$ cat config.mk
export PLATFORM = sky130hd
export DESIGN_NAME = sign_bit_cost_cg
export DESIGN_NICKNAME = d
export VERILOG_FILES = /design/src/rtl/sign_bit_cost_cg.sv
export SDC_FILE = /design/constraint.sdc
export NUM_CORES = 1
export LEC_CHECK = 0
export CORE_MARGIN = 3
export CORE_UTILIZATION = 30
export DETAILED_ROUTE_END_ITERATION = 8
export GPL_ROUTABILITY_DRIVEN = 0
export PLACE_DENSITY = 0.59
export SYNTH_ARGS = -nofsm -noshare
export SYNTH_HDL_FRONTEND = slang
export SYNTH_SLANG_ARGS = --single-unit
export TNS_END_PERCENT = 100
$ cat constraint.sdc
create_clock -name clk -period 4.6 [get_ports clk]
set_input_delay 0.92 -clock clk [delete_from_list [all_inputs] [get_ports clk]]
set_output_delay 0.92 -clock clk [all_outputs]
set_load 0.005 [all_outputs]
$ cat src/rtl/sign_bit_cost_cg.sv
// sign_bit_cost_cg: per-CG sign bypass-bin cost with sign-data-hiding (start edge -> CG_SIZE coef beats -> done pulse with num_signs/sign_hidden/sign_bit_cost)
module sign_bit_cost_cg #(
  parameter int IEP_RATE   = 32768,
  parameter int COEF_W     = 16,
  parameter int CG_SIZE    = 16,
  parameter int COST_W     = 32,
  parameter int SBH_THRESH = 4,
  localparam int NZ_W      = $clog2(CG_SIZE + 1),
  localparam int POS_W     = $clog2(CG_SIZE)
) (
  input  logic              clk,
  input  logic              rst_n,
  input  logic              start,
  input  logic              sbh_en,
  input  logic              coef_valid,
  output logic              coef_ready,
  input  logic [COEF_W-1:0] coef_level,
  output logic [COST_W-1:0] sign_bit_cost,
  output logic [NZ_W-1:0]   num_signs,
  output logic              sign_hidden,
  output logic              done,
  output logic              busy
);
  localparam logic [1:0] IDLE = 2'd0, ACCUM = 2'd1, CALC = 2'd2, DONE = 2'd3;
  if (64'(CG_SIZE) * 64'(IEP_RATE) >= (64'd1 << COST_W)) begin : g_bad_cost_w
    $error("sign_bit_cost_cg: COST_W too small for CG_SIZE*IEP_RATE");
  end
  logic [1:0]       state;
  logic             start_d, start_q, seen, sbh_lat, hid;
  logic [POS_W-1:0] pos, first_pos, last_pos;
  logic [NZ_W-1:0]  nz_cnt, n_code;
  logic [COST_W-1:0] cost;
  always_comb begin
    start_q = start & ~start_d;
    hid     = sbh_lat && nz_cnt != '0 && 32'(last_pos - first_pos) >= SBH_THRESH;
    n_code  = nz_cnt - NZ_W'(hid);
    cost    = COST_W'(n_code) * COST_W'(IEP_RATE);
  end
  assign coef_ready = state == ACCUM;
  assign done       = state == DONE;
  assign busy       = state == ACCUM || state == CALC;
  always_ff @(posedge clk or negedge rst_n) begin
    if (!rst_n) begin
      state         <= IDLE;
      start_d       <= 1'b0;
      pos           <= '0;
      nz_cnt        <= '0;
      first_pos     <= '0;
      last_pos      <= '0;
      seen          <= 1'b0;
      sbh_lat       <= 1'b0;
      sign_bit_cost <= '0;
      num_signs     <= '0;
      sign_hidden   <= 1'b0;
    end else begin
      start_d <= start;
      if ((state == IDLE || state == DONE) && start_q) begin
        state   <= ACCUM;
        pos     <= '0;
        nz_cnt  <= '0;
        seen    <= 1'b0;
        sbh_lat <= sbh_en;
      end else begin
        case (state)
          ACCUM: if (coef_valid) begin
            if (coef_level != '0) begin
              nz_cnt   <= nz_cnt + 1'b1;
              last_pos <= pos;
              if (!seen) begin
                first_pos <= pos;
                seen      <= 1'b1;
              end
            end
            pos <= pos + 1'b1;
            if (pos == POS_W'(CG_SIZE - 1)) state <= CALC;
          end
          CALC: begin
            sign_hidden   <= hid;
            num_signs     <= n_code;
            sign_bit_cost <= cost;
            state         <= DONE;
          end
          DONE: state <= IDLE;
          default: state <= IDLE;
        endcase
      end
    end
  end
endmodule
After elaboration in Yosys (flattened, before gate mapping)

Index checks and enable logic that the tools add are counted.

Flip-flop bits (word level): 28
Latch bits: 0
RAM bits: 0
Memory bits (read-only): 0
Bits of input ports: 21
Output and inout port bits: 41
Memories: 0

Add/sub/neg operators: 4
$mul: 0
Div/mod/pow operators: 0
Order comparisons: 1
Equal/unequal tests: 6
Shifts and indexed selects: 0
Mux-type cells: 15
Bitwise gates (word level): 4
Reduce and logical (&&, ||, !) cells: 17

Operators by type and width:

| operator                                                            | number |
|---|---|
| greater-or-equal comparator 32 x 3 -> 1 bit (second input constant) | 1 |
| 2-to-1 mux 5 bit                                                    | 4 |
| nonzero test 16 bit                                                 | 1 |
| 2-to-1 mux 4 bit                                                    | 3 |
| 2-to-1 mux 2 bit                                                    | 3 |
| AND reduction 2 bit                                                 | 3 |
| nonzero test 2 bit                                                  | 3 |
| adder 5 x 1 -> 5 bit (second input constant)                        | 1 |
| AND reduction 5 bit                                                 | 1 |
| nonzero test 5 bit                                                  | 1 |
| subtractor 4 x 4 -> 5 bit                                           | 1 |
| subtractor 5 x 1 -> 5 bit                                           | 1 |
| adder 4 x 1 -> 4 bit (second input constant)                        | 1 |
| equality test 2 bit (second input constant)                         | 2 |
| equality test 4 bit (second input constant)                         | 1 |
| 2-to-1 mux 1 bit                                                    | 4 |
| one-hot mux 2 bit (2 select lines)                                  | 1 |
| AND reduction 4 bit                                                 | 1 |
| logical AND 1 bit                                                   | 3 |
| != test 3 x 1 -> 1 bit (second input constant)                      | 1 |
| != test 3 x 2 -> 1 bit (second input constant)                      | 1 |
| NOT 1 bit                                                           | 3 |
| AND reduction 3 bit                                                 | 1 |
| equality test 2 x 1 -> 1 bit (second input constant)                | 1 |
| other kinds (3)                                                     | 4 |

Longest topological paths before layout

Word-level depth: 5
Depth in mapped cells: 12

Worst setup path after synthesis

OpenSTA, ideal clock, no wires.

Path type: register -> register
Start point: reg first_pos[3]
End point: reg num_signs[4]
Library setup time: 0.140 ns
Arrival time: 2.122 ns
Data required time: 4.460 ns
Path slack: 2.338 ns
Cell stages (with the launch flop): 12
Buffers on the path: 0
Clock period less this slack: 2.262 ns
Cell sequence: dfrtp_1 > inv_1 > ha_1 > or3b_2 > a211o_1 > nand2_1 > nor2_1 > ha_1 > ha_1 > nand2_1 > xnor2_1 > a21oi_1

Longest elaborated chain between the ends: 4

Ends and longest elaborated chain:

| item                                        | line | RTL |
|---|---|---|
| from (decl)                                 | 30   | `logic [POS_W-1:0] pos, first_pos, last_pos;` |
| from (signal assigned)                      | 70   | `first_pos <= pos;` |
| subtractor 4 x 4 -> 5 bit                   | 35   | `hid = sbh_lat && nz_cnt != '0 && 32'(last_pos - first_pos) >= SBH_THRESH;` |
| greater-or-equal comparator 32 x 3 -> 1 bit | 35   |  |
| logical AND 1 bit                           | 35   |  |
| named net hid                               | 29   | `logic start_d, start_q, seen, sbh_lat, hid;` |
| subtractor 5 x 1 -> 5 bit                   | 36   | `n_code = nz_cnt - NZ_W'(hid);` |
| to (signal assigned)                        | 79   | `num_signs <= n_code;` |
| to (decl)                                   | 19   | `output logic [NZ_W-1:0] num_signs,` |

The timed path passes the listed nets, and every way through them passes these cells.
A chain may end at the register's enable or synchronous reset.

Worst setup path in the final report

Start point: reg state[0]
End point: out busy

Longest elaborated chain between the ends: 2
Elaborated cells on any way between the ends: 3
Those cells by class: eq/ne (2); reduce/logical (1)

Ends and longest elaborated chain:

| item                                                                       | line | RTL |
|---|---|---|
| from (decl)                                                                | 28   | `logic [1:0] state;` |
| from (signal assigned)                                                     | 44   | `state <= IDLE;` |
| from (signal assigned)                                                     | 58   | `state <= ACCUM;` |
| from (signal assigned)                                                     | 75   | `if (pos == POS_W'(CG_SIZE - 1)) state <= CALC;` |
| equality test 2 x 1 -> 1 bit / equality test 2 bit (equally long branches) | 41   | `assign busy = state == ACCUM \|\| state == CALC;` |
| logical OR 1 bit *                                                         | 41   |  |
| to (decl)                                                                  | 22   | `output logic busy` |

Every way passes the cells marked *; elsewhere a longest branch is shown, timed or not.

==> impl_metrics.toml <==
[run_status]
status = "finished clean"

[finish]
fin_cells = 283
antennaDiodeCount = 0
mostFrequentLayoutCells = "34 x clkdlybuf4s50_1, 28 x dfrtp_1, 27 x conb_1"
final_layout_size_suffix_gt1_share_pct = 11.8
fin_util_pct = 38.3
syn2layout_area_growth_pct = 19.3
layout_commonest_cell = "clkdlybuf4s50_1"
fin_nets = 247

[timing]
timing.fmax_mhz = 388
fin_worst_skew_ns = 0.00644
setup_viol = 0
final_hold_viol_count = 0
fin_crit_sh_pct = 56.0
rsz0062_at_grt = "no"
setup_tns_ns = 0
worst_pin_slew_ns = 1.11
setup_ws_ns = 2.02
fin_crit_ns = 2.58
slew-limit-headroom_pct = 25.4
slew_viol_final = 0

[place]
hpwl_mm = 2.56
dpl.cell_count = 279
pre_cts_slack_ns = 1.98
portBuffers = 34

[die]
initial_core_util_pct = 32.1
die_x_um = 84.4
fp.dieH_um = 84.4
ios = 62
core-area_mm2 = 0.00574
rows = 27
die_area_mm2 = 0.00713

[worst_setup_path]
crit_type = "register to output pin"
rr_worst_depth = 11
crit_chain = "inv_1, ha_1, inv_1, clkdlybuf4s50_1"
reg2reg_to = "num_signs[4]$_DFFE_PN0P_"
critPathRequiredTime_ns = 3.68
worstPathMaxFanout = 5
max_stage_delay_ns = 0.49
timing.rr.start = "first_pos[3]$_DFFE_PN0P_"
crit_end = "busy"
startpoint = "state[0]$_DFFE_PN0P_"
cp-start-kind = "register"
cp.arrival_ns = 1.66
path_common_cell = "inv_1"
r2r_slack_ns = 2.15
critPathCaptureType = "output pin"
crit_path_top_delay_cell = "clkdlybuf4s50_1"

[power]
leakage_uw = 0.00102
p_per_area_mw_per_mm2 = 519
irDropWorstVdd_v = 0.000247
total_power_uw = 1140

[grt]
grt_pass1_wl_mm = 5.23
antenna_found_initial = 0
grt_pass1_vias = 1119
grtUsageTotal_pct = 9.03
grt_overflow_total = 0
grt_max_degree = 25

[clock_tree]
htree_levels = 1
clkSinkCount = 28
cts_buffers = 3
cts_resized = 0
cts.hold.buffers_added = 0
clockBufferDepth = 2
clkTransAtPathRegs_ns = 0.09
root_buffer = "clkbuf_8"
clkLatencyLatePin_ns = 0.27
cts_setup_buffers = 0
cts_tree = "built"

[drt]
num_vias = 1199
wirelength_mm = 3.17
via_per_inst = 4.24
detail_route.wl_per_cell_um = 11.2
antenna_left = 0
firstDrtPassIters = 4
drt_iter0_drc = 37
drcViolationCount = 0

[synth]
synth_edf_count = 0
yosysWarnings = 0
ys_seq_elements = 28
avgSynthCellArea_um2 = 10.2
syn_area_mm2 = 0.00185
async_flop_share_pct = 100
ys_types = 37
synth_ff_type = "dfrtp_1"
ys_seq_area_share_pct = 38.0
synth_cells = 181

[hold_path]
hp-class = "register to register"
hp-start = "seen$_DFFE_PN0P_"
min_path_cells = 2

[run]
drv_cap = 0
==> report_power, final <==
group | leakage (uW) | total, uW | internal [uW] | switching (uW)
clock network | 0.0000357 | 192 | 117 | 75.6
registers | 0.000365 | 408 | 331 | 76.8
logic | 0.000622 | 542 | 292 | 250
==> synthesized netlist by cell type (3+ instances only) <==
master | number | share of area (%)
nand3_1 | 6 | 1.6
dfrtp_1 | 28 | 38
ha_1 | 13 | 8.8
a21oi_1 | 8 | 2.2
xnor2_1 | 3 | 1.4
clkbuf_1 | 3 | 0.61
inv_1 | 15 | 3.1
xor2_1 | 3 | 1.4
mux2_4 | 8 | 6.5
mux2i_1 | 4 | 2.2
nand2_1 | 11 | 2.2
nor4_2 | 3 | 2.0
buf_4 | 32 | 13
nor2_1 | 16 | 3.3
==> critical path, delay by kind of cell (launching register included) <==
family	cells	cell delay [ns]
adder cells (fa/ha/maj)	1	0.33
buffers and inverters	3	0.63
flip-flops	1	0.43
==> cell type report <==
class	count	area, um^2
Fill cell	573	3540
Multi-Input combinational cell	129	935
Sequential cell	28	701
Timing Repair Buffer	35	348
Tap cell	72	90.1
Inverter	15	56.3
Clock buffer	3	41.3
Clock inverter	1	30.0
==> through the flow <==
stage	area (um^2)	hold slack, ns
6_report	2200	0.507
5_1_grt	2200	0.541
4_1_cts	2200	0.513
3_5_place_dp	2130	0.489
3_3_place_gp	2130	0.481
2_1_floorplan	1940	0.467
==> kinds of logic (layout without fill, tap and decap cells) <==
group	after synthesis	after routing	synth area share (%)
compound gates	19	19	7.53
xor+xnor	6	6	2.85
fa+ha+maj	14	14	9.90
buf+inv	50	54	16.7
flops	28	28	38.0
mux	12	12	8.68
other cells	1	27	0.203
simple gates	51	51	16.2
==> sequential cells by signal, indices dropped and copies added, names as in the netlist <==
signal       cells
first_pos        4
last_pos         4
num_signs        5
nz_cnt           5
pos              4
sbh_lat          1
seen             1
sign_hidden      1
start_d          1
state            2
==> routing by layer <==
layer	GRT usage (%)	wire length [um]	up-vias
met1	12.2	1460	559
met5	0	0	-
met2	14.5	1520	35
met4	1.73	14	0
li1	-	-	603
met3	2.65	179	2
==> how the worst min path moves through the flow <==
stage	end	slack, ns
after floorplan	seen$_DFFE_PN0P_	0.47
after global placement	seen$_DFFE_PN0P_	0.48
after detailed placement	seen$_DFFE_PN0P_	0.49
after CTS	seen$_DFFE_PN0P_	0.51
after global routing	first_pos[2]$_DFFE_PN0P_	0.54
final	seen$_DFFE_PN0P_	0.51
Note: power is estimated with default switching activity, not from simulation.
